<file path="config.mk">
export PLATFORM = sky130hd
export DESIGN_NAME = trc_light_fsm
export DESIGN_NICKNAME = d
export VERILOG_FILES = /design/src/rtl/trc_light_fsm.sv
export SDC_FILE = /design/constraint.sdc
export NUM_CORES = 1
export LEC_CHECK = 0
export BUFFER_PORTS_ARGS = -buffer_cell sky130_fd_sc_hd__buf_4
export CORE_ASPECT_RATIO = 1.2
export CORE_MARGIN = 2
export CORE_UTILIZATION = 40
export DETAILED_ROUTE_END_ITERATION = 7
export MAX_ROUTING_LAYER = met4
export PLACE_DENSITY = 0.64
export SLEW_MARGIN = 15
export SYNTH_ARGS = -nofsm -noshare
export SYNTH_HDL_FRONTEND = slang
export SYNTH_SLANG_ARGS = --single-unit
</file>
<file path="constraint.sdc">
create_clock -name clk_50MHz -period 3.95 [get_ports clk_50MHz]
set_input_delay 0.79 -clock clk_50MHz [delete_from_list [all_inputs] [get_ports clk_50MHz]]
set_output_delay 0.79 -clock clk_50MHz [all_outputs]
set_load 0.05 [all_outputs]
</file>
<file path="src/rtl/trc_light_fsm.sv">
// trc_light_fsm: two-road traffic light controller with a pedestrian phase.
//
// Ports:
//   clk_50MHz   - single clock
//   rst         - synchronous reset, active-high
//   tick        - timebase strobe; each high cycle counts as one tick
//   side_sensor - side-road vehicle present (level)
//   ped_req     - pedestrian button (level)
//   main_r/y/g  - main-road lamps
//   side_r/y/g  - side-road lamps
//   walk        - pedestrian walk lamp
//   ped_ack     - one-cycle pulse on entry to the walk phase
//   state_o     - current state code
//   remaining   - ticks left in the current state
module trc_light_fsm #(
   parameter int unsigned T_MAIN_G = 10,
   parameter int unsigned T_YEL    = 2,
   parameter int unsigned T_SIDE_G = 6,
   parameter int unsigned T_ALLRED = 1,
   parameter int unsigned T_WALK   = 4
) (
   input  logic       clk_50MHz,
   input  logic       rst,
   input  logic       tick,
   input  logic       side_sensor,
   input  logic       ped_req,
   output logic       main_r,
   output logic       main_y,
   output logic       main_g,
   output logic       side_r,
   output logic       side_y,
   output logic       side_g,
   output logic       walk,
   output logic       ped_ack,
   output logic [2:0] state_o,
   output logic [7:0] remaining
);

   typedef enum logic [2:0] {
      StMainG = 3'd0,
      StMainY = 3'd1,
      StAllR1 = 3'd2,
      StSideG = 3'd3,
      StSideY = 3'd4,
      StAllR2 = 3'd5,
      StWalk  = 3'd6
   } state_e;

   // A zero duration would leave a timed state with nothing to count down.
   localparam logic [7:0] DurMainG = (T_MAIN_G == 0) ? 8'd1 : 8'(T_MAIN_G);
   localparam logic [7:0] DurYel   = (T_YEL    == 0) ? 8'd1 : 8'(T_YEL);
   localparam logic [7:0] DurSideG = (T_SIDE_G == 0) ? 8'd1 : 8'(T_SIDE_G);
   localparam logic [7:0] DurAllR  = (T_ALLRED == 0) ? 8'd1 : 8'(T_ALLRED);
   localparam logic [7:0] DurWalk  = (T_WALK   == 0) ? 8'd1 : 8'(T_WALK);

   state_e     state_q, state_d;
   logic [7:0] rem_q, rem_d;
   logic       pend_q, pend_d;
   logic       ack_q, ack_d;
   logic       adv;
   state_e     nxt;

   function automatic logic [7:0] dur(input state_e s);
      case (s)
         StMainG:          dur = DurMainG;
         StMainY, StSideY: dur = DurYel;
         StSideG:          dur = DurSideG;
         StWalk:           dur = DurWalk;
         default:          dur = DurAllR;
      endcase
   endfunction

   // State register
   always_ff @(posedge clk_50MHz) begin
      if (rst) begin
         state_q <= StMainG;
         rem_q   <= DurMainG;
         pend_q  <= 1'b0;
         ack_q   <= 1'b0;
      end else begin
         state_q <= state_d;
         rem_q   <= rem_d;
         pend_q  <= pend_d;
         ack_q   <= ack_d;
      end
   end

   // Next-state logic
   always_comb begin
      adv     = 1'b0;
      nxt     = StMainG;
      state_d = state_q;
      rem_d   = rem_q;
      ack_d   = 1'b0;
      // Requests are latched everywhere except while already walking.
      pend_d  = pend_q | (ped_req & (state_q != StWalk));

      case (state_q)
         StMainG: begin
            // Green minimum counts down to 0, then waits for demand without a tick.
            if (rem_q == 8'd0) begin
               if (side_sensor || pend_q) begin
                  adv = 1'b1;
                  nxt = StMainY;
               end
            end else if (tick) begin
               rem_d = rem_q - 8'd1;
            end
         end
         StMainY, StAllR1, StSideG, StSideY, StAllR2, StWalk: begin
            if (tick) begin
               if (rem_q <= 8'd1) begin
                  adv = 1'b1;
                  case (state_q)
                     StMainY: nxt = StAllR1;
                     StAllR1: nxt = pend_q ? StWalk : StSideG;
                     StSideG: nxt = StSideY;
                     StSideY: nxt = StAllR2;
                     StWalk:  nxt = StAllR2;
                     default: nxt = StMainG;
                  endcase
               end else begin
                  rem_d = rem_q - 8'd1;
               end
            end
         end
         default: begin
            // Illegal code: recover to main green.
            adv = 1'b1;
            nxt = StMainG;
         end
      endcase

      if (adv) begin
         state_d = nxt;
         rem_d   = dur(nxt);
         if (nxt == StWalk) begin
            // Clearing on walk entry wins over a request in the same cycle.
            pend_d = 1'b0;
            ack_d  = 1'b1;
         end
      end
   end

   // Moore output decode
   always_comb begin
      main_r = 1'b0;
      main_y = 1'b0;
      main_g = 1'b0;
      side_r = 1'b0;
      side_y = 1'b0;
      side_g = 1'b0;
      walk   = 1'b0;
      case (state_q)
         StMainG: begin
            main_g = 1'b1;
            side_r = 1'b1;
         end
         StMainY: begin
            main_y = 1'b1;
            side_r = 1'b1;
         end
         StSideG: begin
            side_g = 1'b1;
            main_r = 1'b1;
         end
         StSideY: begin
            side_y = 1'b1;
            main_r = 1'b1;
         end
         StWalk: begin
            main_r = 1'b1;
            side_r = 1'b1;
            walk   = 1'b1;
         end
         default: begin
            main_r = 1'b1;
            side_r = 1'b1;
         end
      endcase
   end

   assign ped_ack   = ack_q;
   assign state_o   = state_q;
   assign remaining = rem_q;

endmodule
</file>
==> flow_metrics.py <==
metrics = {
    "run_status": {
        "status": "finished clean",
    },
    "yosys": {
        "yosysSeqAreaShare": 0.3001,
        "ys_ff_latch": 13,
        "synthesis.instances": 113,
        "ys_types": 33,
        "syn_area_per_cell_um2": 7.673,
        "yosys_warnings": 0,
        "syn-num-nets": 122,
        "synth_area_um2": 867.1,
    },
    "grt": {
        "grt.overflow.total": 0,
        "grt_pass1_vias": 792,
        "antenna_found_initial": 0,
        "grt_use_met1": 0.2205,
        "grtUsageTotal": 0.1818,
        "grt_max_degree": 15,
        "top_usage_layer": "met2",
        "use_met2": 0.3125,
        "grt_pass1_wl_um": 3346,
        "met3_usage": 0.01948,
    },
    "power_and_ir_drop": {
        "ir_drop_v": 0.0001693,
        "finalPower_mw": 0.3115,
        "p_leak_nw": 0.4728,
        "p_per_area_nw_per_um2": 286.1,
    },
    "critical_path": {
        "required_ps": 4180,
        "critPathArrivalTime_ps": 2930,
        "path_cells": "inv_1 -> ha_1 -> o21ai_0 -> a31oi_1 -> o21ai_1 -> nor2b_1 -> o21ai_0 -> o211ai_2 -> o211a_1",
        "path_class": "flop to flop",
        "endpoint": "remaining[2]",
        "cp-start-kind": "flop",
        "worst_r2r_path_depth": 9,
        "cpPeakStageDelay_ps": 680,
        "r2r-start": "remaining[0]",
        "end_kind": "flop",
        "startpoint": "remaining[0]",
        "r2r_end": "remaining[2]",
        "worstPathMaxFanout": 14,
        "crit_slowest_cell": "nor2b_1",
        "reg2reg_setup_slack_ps": 1250,
        "critical_path.most_common_cell": "o21ai_0",
    },
    "die": {
        "die_h_um": 55,
        "core_area_um2": 2049,
        "core.rowCount": 18,
        "io_pins": 24,
        "dieArea_um2": 2558,
        "die_w_um": 46.50,
        "start_util": 0.4231,
    },
    "clock_tree": {
        "cts-buffers-inserted": 3,
        "cts_root_buf": "clkbuf_4",
        "cts_resized": 0,
        "post-cts-setup-buffer-count": 0,
        "cts_tree": "done",
        "cts-hold-fix-buffers": 0,
        "cts_buffer_depth": 2,
        "cts-htree-levels": 1,
        "cts.sinks": 13,
        "path_clk_slew_ps": 80,
        "clk_latency_ps": 280,
    },
    "timing": {
        "max_freq_mhz": 370.2,
        "fin_crit_ps": 2701,
        "fin_ws_ps": 1249,
        "slew_headroom": 0.4429,
        "rsz0062_at_grt": "no",
        "worst_pin_slew_ps": 833.9,
        "hold_violations": 0,
        "period_share": 0.6838,
        "slew_violations": 0,
        "setup_viol": 0,
        "finClkSkew_ps": 2.089,
        "tns_ps": 0,
    },
    "finish": {
        "drive_gt1_frac": 0.2500,
        "nets": 146,
        "stdcell_area_um2": 1089,
        "nFillCells": 214,
        "final_core_util": 0.5311,
        "synthToLayoutAreaGrowth_pct": 25.54,
        "n_antenna_cell": 0,
    },
    "place": {
        "dpl_worst_slack_ps": 1332,
        "io_buffers": 23,
        "dpl_cell_area_um2": 1062,
        "gp_congestion": 0.8787,
        "hpwl_um": 1517,
    },
    "detailed_routing": {
        "drc": 0,
        "drtIter0Drc": 13,
        "drt_pre_antenna_iters": 4,
        "drt_wl_total_um": 2023,
        "wire_per_inst_um": 12.19,
        "ant_nets": 0,
        "viasPerCell": 5.307,
        "num_vias": 881,
    },
    "run": {
        "maxCapViolations": 0,
    },
    "hold_path": {
        "min_path_type": "flop to flop",
    },
}
[worst min path at each step]
stage	start	endpoint	slack, ps	depth (start not counted)
5_1_grt	remaining[7]	remaining[7]	620	2
6_report	remaining[4]	remaining[4]	550	2
4_1_cts	remaining[4]	remaining[4]	560	2
3_3_place_gp	remaining[4]	remaining[4]	540	2
3_5_place_dp	remaining[4]	remaining[4]	540	2
2_1_floorplan	pend_q	pend_q	580	2
[cell usage in the layout (no fill, tap or decap), drive strengths merged, types with 3 or more instances in the layout]
| cell | synthesis | routed |
|---|---|---|
| buf | 0 | 23 |
| nor2 | 18 | 18 |
| dfxtp | 13 | 13 |
| nand2 | 11 | 11 |
| o21ai | 8 | 8 |
| a21oi | 7 | 7 |
| inv | 6 | 6 |
| a2111oi | 4 | 4 |
| xnor2 | 4 | 4 |
| ha | 4 | 4 |
| o211ai | 4 | 4 |
| clkbuf | 4 | 4 |
| nor3b | 3 | 3 |
| a21o | 3 | 3 |
| or4 | 3 | 3 |
[final cells by class]
cell class	instances	area, µm²	area share
multi-input cells	90	569.3	0.5230
flip-flops and latches	13	260.3	0.2391
repair buffers	23	172.7	0.1586
well taps	30	37.54	0.03448
clock buffers	4	26.28	0.02414
inverters	6	22.52	0.02069
[per-layer routing]
layer	share of wire	wire length, µm
met2	0.48	965
met4	0.013	27
met3	0.040	81
met5	0	0
met1	0.47	949
[report_power, final]
part	internal, mW	total, mW	switching [mW]
Sequential	0.137	0.146	0.00904
Clock	0.0392	0.0834	0.0443
Combinational	0.0292	0.0815	0.0524
[stage by stage]
stage,hold slack (ps),instances
CTS,562.3,166
global route,621.0,166
global placement,535.7,162
floorplan,584.5,113
finish,553.6,166
detailed placement,538.2,162
[synth_stat cells, drive strengths merged]
master,count,area share
nand2,11,0.048
o211ai,4,0.040
a2111oi,4,0.040
xnor2,4,0.040
or2,2,0.014
nor3b,3,0.026
o211a,1,0.012
o21ai,8,0.046
nor4bb,1,0.012
nand3b,2,0.017
and2b,1,0.010
clkbuf,4,0.017
nor2b,2,0.014
inv,6,0.026
dfxtp,13,0.30
or3,2,0.022
a211oi,1,0.0087
nand2b,1,0.0072
nor4,2,0.014
nor2,18,0.078
ha,4,0.058
or4,3,0.030
or3b,2,0.020
a21o,3,0.026
and3,1,0.0072
a21oi,7,0.040
a31oi,2,0.014
xor2,1,0.010
[critical path: cells and delay by family (launching register included)]
family | cells | cell delay (ps)
AOI/OAI and AO/OA | 6 | 1110
adders and majority gates | 1 | 270
buffers and inverters | 1 | 120
DFF | 1 | 460
and+or+nand+nor | 1 | 680
[registers in the layout, indices dropped and copies added (netlist names)]
register,count
ped_ack,1
state_o,3
remaining,8
pend_q,1
[kinds of logic after synthesis]
kind of cell    count (synthesis)  synth area share
buf+inv                        10           0.04328
xor+xnor                        5           0.05050
fa+ha+maj                       4           0.05772
compound gates                 30            0.2280
flops                          13            0.3001
simple gates                   51            0.3203
Note: power is estimated with default switching activity, not from simulation.
